===== src/rtl/calc_pkg.sv =====
// Shared calculator definitions: divider FSM states, default datapath width
// and the one-hot operation codes used by the control unit.
package calc_pkg;

  localparam int DIV_WIDTH = 8;

  typedef enum logic [1:0] {
    ST_IDLE = 2'b00,
    ST_ITER = 2'b01,
    ST_DONE = 2'b10
  } div_state_t;

  localparam logic [3:0] OP_ADD = 4'b0001;
  localparam logic [3:0] OP_SUB = 4'b0010;
  localparam logic [3:0] OP_MUL = 4'b0100;
  localparam logic [3:0] OP_DIV = 4'b1000;

endpackage


===== src/rtl/sync_rise.sv =====
// Two-flop synchronizer for a slow-domain level followed by a rising-edge
// detector; o_pulse is one i_clk cycle wide.
module sync_rise (
  input  logic i_clk,
  input  logic i_clr_n,
  input  logic i_async,
  output logic o_pulse
);

  logic r_s1;
  logic r_s2;
  logic r_s2_d;

  // Synchronizer chain plus edge-detect history; cleared history makes a
  // level already high at reset release count as a fresh edge.
  always_ff @(posedge i_clk or negedge i_clr_n) begin
    if (!i_clr_n) begin
      r_s1   <= 1'b0;
      r_s2   <= 1'b0;
      r_s2_d <= 1'b0;
    end else begin
      r_s1   <= i_async;
      r_s2   <= r_s1;
      r_s2_d <= r_s2;
    end
  end

  assign o_pulse = r_s2 & ~r_s2_d;

endmodule


===== src/rtl/seq_divider.sv =====
// Iterative restoring unsigned divider, one quotient bit per CLK, MSB first.
// Start is a slow-domain level; only its synchronized rising edge is acted on.
module seq_divider
  import calc_pkg::*;
#(
  parameter int WIDTH = DIV_WIDTH
) (
  input  logic             CLK,
  input  logic             CLR,
  input  logic             START,
  input  logic [WIDTH-1:0] A,
  input  logic [WIDTH-1:0] B,
  output logic [WIDTH-1:0] Q,
  output logic [WIDTH-1:0] R,
  output logic             BUSY,
  output logic             DONE,
  output logic             DIV0
);

  localparam int              CW   = $clog2(WIDTH);
  localparam logic [CW-1:0]   LAST = CW'(WIDTH - 1);

  div_state_t       r_state, w_state_nxt;
  logic [WIDTH-1:0] r_dvd, w_dvd_nxt;
  logic [WIDTH-1:0] r_dvs, w_dvs_nxt;
  logic [WIDTH-1:0] r_rem, w_rem_nxt;
  logic [CW-1:0]    r_cnt, w_cnt_nxt;
  logic [WIDTH-1:0] r_q, w_q_nxt;
  logic [WIDTH-1:0] r_r, w_r_nxt;
  logic             r_busy, w_busy_nxt;
  logic             r_done, w_done_nxt;
  logic             r_div0, w_div0_nxt;

  logic             w_start_pulse;
  logic [WIDTH:0]   w_acc;
  logic [WIDTH+1:0] w_trial;
  logic             w_qbit;
  logic [WIDTH-1:0] w_rem_step;
  logic [WIDTH-1:0] w_dvd_step;

  sync_rise u_sync_rise (
    .i_clk   (CLK),
    .i_clr_n (CLR),
    .i_async (START),
    .o_pulse (w_start_pulse)
  );

  // Extra top bit on the trial subtraction acts as the borrow/sign flag.
  assign w_acc      = {r_rem, r_dvd[WIDTH-1]};
  assign w_trial    = {1'b0, w_acc} - {2'b00, r_dvs};
  assign w_qbit     = ~w_trial[WIDTH+1];
  assign w_rem_step = w_qbit ? w_trial[WIDTH-1:0] : w_acc[WIDTH-1:0];
  assign w_dvd_step = {r_dvd[WIDTH-2:0], w_qbit};

  // Next-state and datapath update; Q/R only change on the last step.
  always_comb begin
    w_state_nxt = r_state;
    w_dvd_nxt   = r_dvd;
    w_dvs_nxt   = r_dvs;
    w_rem_nxt   = r_rem;
    w_cnt_nxt   = r_cnt;
    w_q_nxt     = r_q;
    w_r_nxt     = r_r;
    w_busy_nxt  = r_busy;
    w_done_nxt  = r_done;
    w_div0_nxt  = r_div0;
    case (r_state)
      ST_IDLE, ST_DONE: begin
        if (w_start_pulse) begin
          w_dvd_nxt = A;
          w_dvs_nxt = B;
          w_rem_nxt = {WIDTH{1'b0}};
          w_cnt_nxt = {CW{1'b0}};
          if (B == {WIDTH{1'b0}}) begin
            w_state_nxt = ST_DONE;
            w_q_nxt     = {WIDTH{1'b1}};
            w_r_nxt     = A;
            w_busy_nxt  = 1'b0;
            w_done_nxt  = 1'b1;
            w_div0_nxt  = 1'b1;
          end else begin
            w_state_nxt = ST_ITER;
            w_busy_nxt  = 1'b1;
            w_done_nxt  = 1'b0;
            w_div0_nxt  = 1'b0;
          end
        end else begin
          w_state_nxt = r_state;
        end
      end
      ST_ITER: begin
        w_dvd_nxt = w_dvd_step;
        w_rem_nxt = w_rem_step;
        w_cnt_nxt = r_cnt + {{(CW-1){1'b0}}, 1'b1};
        if (r_cnt == LAST) begin
          w_state_nxt = ST_DONE;
          w_q_nxt     = w_dvd_step;
          w_r_nxt     = w_rem_step;
          w_busy_nxt  = 1'b0;
          w_done_nxt  = 1'b1;
        end else begin
          w_state_nxt = ST_ITER;
        end
      end
      default: begin
        w_state_nxt = ST_IDLE;
      end
    endcase
  end

  // State and datapath registers.
  always_ff @(posedge CLK or negedge CLR) begin
    if (!CLR) begin
      r_state <= ST_IDLE;
      r_dvd   <= {WIDTH{1'b0}};
      r_dvs   <= {WIDTH{1'b0}};
      r_rem   <= {WIDTH{1'b0}};
      r_cnt   <= {CW{1'b0}};
      r_q     <= {WIDTH{1'b0}};
      r_r     <= {WIDTH{1'b0}};
      r_busy  <= 1'b0;
      r_done  <= 1'b0;
      r_div0  <= 1'b0;
    end else begin
      r_state <= w_state_nxt;
      r_dvd   <= w_dvd_nxt;
      r_dvs   <= w_dvs_nxt;
      r_rem   <= w_rem_nxt;
      r_cnt   <= w_cnt_nxt;
      r_q     <= w_q_nxt;
      r_r     <= w_r_nxt;
      r_busy  <= w_busy_nxt;
      r_done  <= w_done_nxt;
      r_div0  <= w_div0_nxt;
    end
  end

  assign Q    = r_q;
  assign R    = r_r;
  assign BUSY = r_busy;
  assign DONE = r_done;
  assign DIV0 = r_div0;

endmodule

===== config.mk =====
export PLATFORM = sky130hd
export DESIGN_NAME = seq_divider
export DESIGN_NICKNAME = d
export VERILOG_FILES = /design/src/rtl/calc_pkg.sv /design/src/rtl/sync_rise.sv /design/src/rtl/seq_divider.sv
export SDC_FILE = /design/constraint.sdc
export NUM_CORES = 1
export LEC_CHECK = 0
export CAP_MARGIN = 25
export CORE_AREA = 2 2 62 93
export CTS_CLUSTER_SIZE = 14
export DETAILED_ROUTE_END_ITERATION = 8
export DIE_AREA = 0 0 64 95
export DONT_BUFFER_PORTS = 1
export PLACE_DENSITY = 0.69
export RECOVER_POWER = 50
export SKIP_LAST_GASP = 1
export SYNTH_ARGS = -nofsm -noshare
export SYNTH_HDL_FRONTEND = slang
export SYNTH_SLANG_ARGS = --single-unit
export TNS_END_PERCENT = 10

===== constraint.sdc =====
create_clock -name CLK -period 2.48 [get_ports CLK]
set_input_delay 0.372 -clock CLK [delete_from_list [all_inputs] [get_ports CLK]]
set_output_delay 0.372 -clock CLK [all_outputs]
set_load 0.02 [all_outputs]

==> run_results.csv <==
group,metric,value,unit
timing,fin_crit_sh,91.3,%
global_route,grt_pass1_vias,1972,
setup_path,slowest_stage,"dfrtp_1",
place,gp_congestion,0.820,
power_and_ir_drop,irDropWorstVdd,0.594,mV
route,route.detailed.drc,0,
cts,cts_num_sinks,51,
synth,synth_top_area_share,50.1,%
setup_path,crit_path_end_kind,"flip-flop",
global_route,grt_pass1_wl,9740,µm
cts,cts_root_buffer,"clkbuf_8",
setup_path,rr_endpoint,"R[1]$_DFFE_PN0P_",
global_route,grt_max_degree,52,
cts,htree_levels,2,
power_and_ir_drop,p_per_area,1620,nW/µm²
die,core-area,5330,µm²
synth,synth_cell_types,46,
route,antenna_left,0,
route,vias_per_cell,5.66,
final_layout,diodes,0,
setup_path,rr_startpoint,"r_rem[5]$_DFFE_PN0P_",
synth,yosysTopAreaCell,"dfrtp_1",
die,die_w,64,µm
cts,path_clk_slew,0.09,ns
run_status,status,"complete, no violations",
min_path,hp-class,"primary input to flip-flop",
synth,synth-seq-cells,51,
route,routed_wl,5870,µm
setup_path,critPathArrivalTime,2.49,ns
die,initial_utilization,47.9,%
cts,clock_latency,0.30,ns
global_route,grt-ovfl-total,0,
synth,synth_area_leaders,"dfrtp_1 (50%), nand2_1 (7.5%), ha_1 (4.9%), o21ai_0 (4.7%), nor2_1 (3.2%)",
final_layout,fillers,506,
route,firstDrtPassIters,5,
final_layout,drive_gt1_share,8.96,%
synth,synthCells,265,
power_and_ir_drop,power,4.44,mW
setup_path,worstPathCellList,"ha_1, a21o_1, a221oi_2, a21boi_4, mux2_4, a31oi_1",
route,drt_first_iter_violations,123,
synth,synth_seq_area_share,50.1,%
setup_path,rrSetupSlack,0.22,ns
timing,fin_crit,2.26,ns
synth,synthTopCellsByCount,"dfrtp_1 (51), nand2_1 (51), o21ai_0 (24)",
synth,ys.flop_type,"dfrtp_1",
place,port_buffers,0,
cts,cts_buffers,5,
timing,hold_viol_final,0,
cts,post_cts_buffers,0,
cts,clk_path_buf_depth,2,
die,io_pins,38,
synth,synthesis.area,2550,µm²
timing,setup_viol,0,
synth,synthesis.nets,295,
min_path,hold_start,"START",
job,maxCapViolCount,0,
synth,synth_edf_count,0,
global_route,antenna_found_initial,0,
setup_path,crit_fanout,10,
timing,clock-skew-final,0.00871,ns
setup_path,crit_type,"flip-flop to flip-flop",
die,fp.dieH,95,µm
timing,rsz0062_at_grt,"no",
final_layout,nets,298,
die,die_area,6080,µm²
synth,syn_area_per_cell,9.62,µm²
cts,cts_tree,"yes",
min_path,holdPathEnd,"u_sync_rise.r_s1$_DFF_PN0_",
synth,async_flop_share,100,%
power_and_ir_drop,leakagePower,1.22,nW
min_path,whs_path_depth,0,
timing,max_freq,442,MHz
final_layout,area_growth,7.56,%
setup_path,crit_buf_inv,0,
route,wl_per_cell,17.4,µm
synth,ys_warn_count,0,
place,place_hpwl,4380,µm
timing,slew_violations,0,
global_route,grt_util_all_layers,21.6,%
setup_path,cpPeakStageDelay,0.41,ns
timing,tightestPinTransition,1.27,ns
setup_path,critPathTopFamily,"compound AO/OA/AOI/OAI gates",
setup_path,cp-start-kind,"flip-flop",
setup_path,required,2.71,ns
setup_path,reg2reg_depth,6,
timing,setup-tns-final,0,ns
route,num_vias,1914,
die,rows,33,
timing,slew_headroom,15.1,%
-- timing repair --
action                                 CTS  global route
resized for setup                        0             0
endpoints found under the hold margin   51             0
hold buffers                             2             0
-- final cells by class --
| type | instances | area (µm²) | share of cell area (%) |
|---|---|---|---|
| clock buffers | 6 | 72.6 | 2.65 |
| repair buffers | 7 | 52.6 | 1.92 |
| inverters | 11 | 41.3 | 1.51 |
| flip-flops and latches | 51 | 1280 | 46.6 |
| well taps | 70 | 87.6 | 3.19 |
| clock inverters | 1 | 30.0 | 1.10 |
| multi-input cells | 192 | 1180 | 43.1 |
-- worst max-delay path by stage --
stage / from / endpoint / slack, ns / cells past startpoint
floorplan: r_rem[5]$_DFFE_PN0P_ / R[1]$_DFFE_PN0P_ / 0.42 / 7
global placement: r_rem[5]$_DFFE_PN0P_ / R[1]$_DFFE_PN0P_ / 0.31 / 6
detailed placement: r_rem[5]$_DFFE_PN0P_ / R[1]$_DFFE_PN0P_ / 0.24 / 6
CTS: r_rem[5]$_DFFE_PN0P_ / R[1]$_DFFE_PN0P_ / 0.21 / 6
global route: r_rem[5]$_DFFE_PN0P_ / R[1]$_DFFE_PN0P_ / 0.09 / 6
finish: r_rem[5]$_DFFE_PN0P_ / R[1]$_DFFE_PN0P_ / 0.22 / 6
-- report_power, final --
part / switching [mW] / internal (mW)
combinational: 1.30 / 0.941
sequential: 0.436 / 1.21
clock: 0.262 / 0.296
-- worst register-to-register path, stage by stage, from the launching register on --
cell and delay (ns):
dfrtp_1 0.41, ha_1 0.39, a21o_1 0.24, a221oi_2 0.29, a21boi_4 0.39, mux2_4 0.34, a31oi_1 0.13
-- registers in the layout, indices dropped and copies added (netlist names) --
register            cells
BUSY                    1
DIV0                    1
DONE                    1
Q                       8
R                       8
r_cnt                   3
r_dvd                   8
r_dvs                   8
r_rem                   8
r_state                 2
u_sync_rise.r_s1        1
u_sync_rise.r_s2        1
u_sync_rise.r_s2_d      1
-- cell usage in the layout, fill, tap and decap left out, types with 2 or more instances in the layout --
cell / count
nor3b_1: 2
nand3_1: 7
dfrtp_1: 51
a41oi_1: 2
buf_4: 5
nor2_1: 22
nand2b_1: 4
ha_1: 10
nor4_1: 2
clkbuf_8: 5
o31ai_1: 2
o211a_1: 2
o21ai_0: 24
a31oi_1: 11
mux2i_1: 3
or3_1: 3
nand2_1: 51
or2_2: 2
a21oi_1: 9
inv_1: 11
o22a_1: 9
a21o_1: 5
-- kinds of logic (layout without fill, tap and decap cells) --
family                     count (synthesis)  after routing  synth area share, %
AOI/OAI and AO/OA                         73             73                 20.0
xor gates and xnor gates                   2              2                0.687
adders and majority gates                 11             11                 5.69
buffers and inverters                     22             25                 3.78
DFF                                       51             51                 50.1
muxes                                      4              4                 1.77
and+or+nand+nor                          102            102                 18.0
-- through the flow --
stage / hold slack (ns) / setup WS (ns) / area (µm²) / utilization (%) / std cells
floorplan: 0.0764 / 0.416 / 2550 / - / 265
global placement: 0.0778 / 0.314 / 2620 / 49.3 / 329
detailed placement: 0.0778 / 0.236 / 2620 / 49.3 / 329
CTS: 0.0828 / 0.212 / 2760 / 51.9 / 338
global route: 0.0716 / 0.0865 / 2740 / 51.5 / 338
finish: 0.0962 / 0.215 / 2740 / 51.5 / 338
-- metal layers --
layer	global-route usage (%)	part of all wire [%]	vias to the layer above
met2	36.5	51	46
li1	-	-	937
met4	11.6	3.7	0
met5	0	0	-
met1	25.5	41	918
met3	4.65	4.7	13
(Power assumes the default switching activity.)
